### src/rtl/seq_det_param_mealy.sv
// Runtime-programmable serial bit-sequence detector with a Mealy match output.
// Supports overlapping or non-overlapping detection, valid-qualified input and a saturating match counter.
module seq_det_param_mealy #(
    parameter int unsigned        SEQ_LEN     = 3,
    parameter logic [SEQ_LEN-1:0] SEQ_DEFAULT = 3'b110,
    parameter int unsigned        CNT_W       = 8
) (
    input  logic               clk,
    input  logic               rst,
    input  logic               in,
    input  logic               in_valid,
    input  logic               overlap,
    input  logic [SEQ_LEN-1:0] pattern,
    input  logic               pattern_load,
    input  logic               cnt_clr,
    output logic               out,
    output logic               out_q,
    output logic [CNT_W-1:0]   match_cnt,
    output logic               cnt_sat
);

    localparam int unsigned       FILL_W   = $clog2(SEQ_LEN);
    localparam logic [FILL_W-1:0] FILL_MAX = FILL_W'(SEQ_LEN - 1);
    localparam logic [CNT_W-1:0]  CNT_MAX  = {CNT_W{1'b1}};
    localparam logic [CNT_W-1:0]  CNT_ONE  = CNT_W'(1);

    logic [SEQ_LEN-1:0] pat;
    logic [SEQ_LEN-2:0] hist;
    logic [SEQ_LEN-2:0] hist_shift;
    logic [FILL_W-1:0]  fill;
    logic               match;

    // A 2-bit pattern keeps only one history bit, so the shift collapses to a copy.
    generate
        if (SEQ_LEN == 2) begin : g_hist_one
            assign hist_shift = in;
        end else begin : g_hist_many
            assign hist_shift = {hist[SEQ_LEN-3:0], in};
        end
    endgenerate

    always_comb begin
        match = in_valid & ~pattern_load & (fill == FILL_MAX) & ({hist, in} == pat);
    end

    assign out     = match;
    assign cnt_sat = (match_cnt == CNT_MAX);

    always_ff @(posedge clk) begin
        if (rst) begin
            pat  <= SEQ_DEFAULT;
            hist <= '0;
            fill <= '0;
        end else if (pattern_load) begin
            pat  <= pattern;
            hist <= '0;
            fill <= '0;
        end else if (in_valid) begin
            if (match && !overlap) begin
                hist <= '0;
                fill <= '0;
            end else begin
                hist <= hist_shift;
                fill <= (fill == FILL_MAX) ? fill : fill + FILL_W'(1);
            end
        end
    end

    always_ff @(posedge clk) begin
        if (rst) begin
            out_q <= 1'b0;
        end else begin
            out_q <= match;
        end
    end

    // A clear coinciding with a match keeps that match in the count.
    always_ff @(posedge clk) begin
        if (rst) begin
            match_cnt <= '0;
        end else if (cnt_clr) begin
            match_cnt <= match ? CNT_ONE : '0;
        end else if (match && (match_cnt != CNT_MAX)) begin
            match_cnt <= match_cnt + CNT_ONE;
        end
    end

endmodule

### config.mk
export PLATFORM = sky130hd
export DESIGN_NAME = seq_det_param_mealy
export DESIGN_NICKNAME = d
export VERILOG_FILES = /design/src/rtl/seq_det_param_mealy.sv
export SDC_FILE = /design/constraint.sdc
export NUM_CORES = 1
export LEC_CHECK = 0
export CORE_UTILIZATION = 35
export CTS_BUF_LIST = sky130_fd_sc_hd__clkbuf_8
export DETAILED_ROUTE_END_ITERATION = 7
export GPL_TIMING_DRIVEN = 0
export PLACE_DENSITY = 0.72
export SYNTH_ARGS = -nofsm -noshare
export SYNTH_HDL_FRONTEND = slang
export SYNTH_SLANG_ARGS = --single-unit
### constraint.sdc
create_clock -name clk -period 1.8 [get_ports clk]
set_clock_uncertainty 0.1 [all_clocks]
set_input_delay 0.36 -clock clk [delete_from_list [all_inputs] [get_ports clk]]
set_output_delay 0.36 -clock clk [all_outputs]
set_load 0.1 [all_outputs]
==> out/results.tsv <==
metric	value	unit
clockPowerShare	42.8	%
ys_seq_elements	16	
endpoint_kind	primary output	
p_leak	0.480	nW
overflow	0	
vias_per_cell	5.34	
combPwrFrac	8.9	%
drc	0	
first_pass_iters	4	
h-tree-depth	1	
cts_buffers	3	
clk_pin_slew	0.06	ns
maxCapViolations	0	
tritoncts	done	
critical_path.n_buffers_inverters	3	
track_usage	16.9	%
path_cells	inv_2, ha_4, and3b_2, nand4_4, clkinvlp_4, buf_12	
die_area	0.00252	mm2
violations	setup timing	
slew_headroom	63.8	%
hold_viol	0	
root_buffer	clkbuf_8	
crit_slowest_cell	dfxtp_2	
fin_nets	136	
cts.sinks	16	
worst_pin_slew	0.546	ns
io_buffers	19	
pwr_density_cell	562	mW/mm2
switching_share	21.6	%
rsz0062_at_grt	true	
antenna_cells	0	
status	finished with violations	
wirelength	1.96	mm
core_area	0.00219	mm2
cp.arrival	1.43	ns
hpwlAfterDp	1.33	mm
fill_cells	192	
initial_core_util	37.1	%
grt_pass1_wl	3.21	mm
wl_per_cell	13.0	um
gp_congestion	0.775	
syn_nets	103	
synthFlopType	dfxtp_1	
die_h	50.2	um
die_w	50.2	um
hold_buffers	0	
p_switching	0.161	mW
setup_ws	-0.0925	ns
crit_required	1.34	ns
tns	-0.175	ns
r2r_slack	-0.04	ns
synth_edf_count	0	
vias	807	
crit_fanout	3	
final_area	0.00133	mm2
yosysSeqAreaShare	39.4	%
worstSetupPathType	reg -> out	
async_flop_share	0	%
clock_latency	0.25	ns
dp_slack	-1.33	ns
yosysWarnings	0	
synthDistinctLibCells	35	
hp-class	in -> reg	
rows	17	
p_int	0.585	mW
clockBufferDepth	2	
critPathLaunchType	flop	
finalCritPeriodShare	105	%
layout-drive-gt1-share	43.9	%
io_pins	21	
syn_area_per_cell	8.94	um2
max_freq	528	MHz
place_area	0.00111	mm2
fin_crit	1.89	ns
grt_pass1_vias	759	
drt_iter0_markers	9	
synthCells	91	
synth_area	813	um2
syn2layout_area_growth	63.4	%
seqPwrFrac	48.3	%
grt_max_degree	11	
ir_drop	0.501	mV
antenna_found_initial	0	
max_stage_delay	0.34	ns
drv_slew	0	
crit_family	simple AND/OR/NAND/NOR gates	
ant_nets	0	
setup_violations	4	
[per-stage QoR]
| stage | hold slack [ns] | util [%] | power (mW) | std cells |
|---|---|---|---|---|
| CTS | 0.351 | 58.4 | 0.762 | 151 |
| floorplan | 0.369 | - | 0.403 | 91 |
| global route | 0.409 | 60.7 | 0.774 | 151 |
| global placement | 0.384 | 50.7 | 0.430 | 138 |
| detailed placement | 0.390 | 50.7 | 0.432 | 138 |
| finish | 0.349 | 60.7 | 0.746 | 151 |
[power by group through the flow]
| stage | sequential (mW) | clock [mW] | combinational (mW) |
|---|---|---|---|
| final | 0.361 | 0.319 | 0.0663 |
| after CTS | 0.361 | 0.335 | 0.0663 |
| after detailed placement | 0.368 | 0 | 0.0638 |
| after global routing | 0.361 | 0.338 | 0.0750 |
| after floorplan | 0.367 | 0 | 0.0353 |
| after global placement | 0.368 | 0 | 0.0621 |
[synthesized netlist by cell type (all sizes together) (4+ instances only)]
master / count / area (um2)
dfxtp: 16 / 320
a21oi: 8 / 40.0
nor2: 7 / 26.3
nand2: 5 / 18.8
o31ai: 5 / 37.5
inv: 4 / 15.0
nand3: 4 / 20.0
nand4: 4 / 40.0
[registers in the layout, summed over array words and instances (netlist names)]
signal,flops
match_cnt,8
pat,3
fill,2
hist,2
out_q,1
[layer usage]
layer | GRT usage, % | part of all wire [%]
met4 | 2.86 | 0.61
met5 | 0 | 0
met1 | 16.9 | 39
met3 | 5.45 | 4.7
met2 | 33.3 | 56
[cell families (layout without fill, tap and decap cells)]
family | Yosys count | after routing | share of synthesized area (%)
AND/OR/NAND/NOR | 37 | 37 | 27.5
XOR/XNOR | 3 | 3 | 4.15
adder cells (fa/ha/maj) | 2 | 2 | 3.08
buffers and inverters | 8 | 40 | 4.00
flip-flops | 16 | 16 | 39.4
AO/OA/AOI/OAI | 24 | 24 | 20.6
multiplexers | 1 | 1 | 1.23
[layout make-up]
class	instances	area (um2)	share of cell area (%)
well taps	28	35.0	2.64
plain buffers	4	30.0	2.26
flip-flops and latches	16	345	26.0
multi-input cells	67	536	40.3
clock buffers	4	55.1	4.14
repair buffers	28	297	22.3
inverters	4	31.3	2.35
[final timing paths]
| check | startpoint | end | depth (start not counted) |
|---|---|---|---|
| hold / removal | rst | pat[0]$_SDFFE_PP0P_ | 2 |
| hold reg to reg | match_cnt[7]$_SDFFE_PP0P_ | match_cnt[7]$_SDFFE_PP0P_ | 2 |
| setup reg to reg | fill[0]$_SDFFE_PP0P_ | match_cnt[6]$_SDFFE_PP0P_ | 7 |
| setup / recovery | fill[0]$_SDFFE_PP0P_ | out | 6 |
[placed cells by master, fill, tap and decap left out, types with 3 or more instances in the layout]
| cell | n |
|---|---|
| a21oi_1 | 6 |
| dfxtp_1 | 6 |
| buf_6 | 3 |
| dlygate4sd2_1 | 3 |
| dfxtp_4 | 5 |
| o31ai_1 | 3 |
| nand4_1 | 3 |
| dfxtp_2 | 5 |
| nand2_1 | 5 |
| o211ai_1 | 3 |
| buf_4 | 7 |
| clkdlybuf4s50_1 | 5 |
| nand3_1 | 4 |
| clkbuf_8 | 4 |
| nand2b_1 | 3 |
| nor2_1 | 7 |
| clkdlybuf4s15_2 | 9 |
[what timing repair did]
item,in CTS,in global routing
setup endpoints to repair,21,9
gates resized for setup,53,11
hold endpoints to repair,0,0
pin swaps,10,4
buffers inserted,9,0
Power figures use the tool's default switching activity.
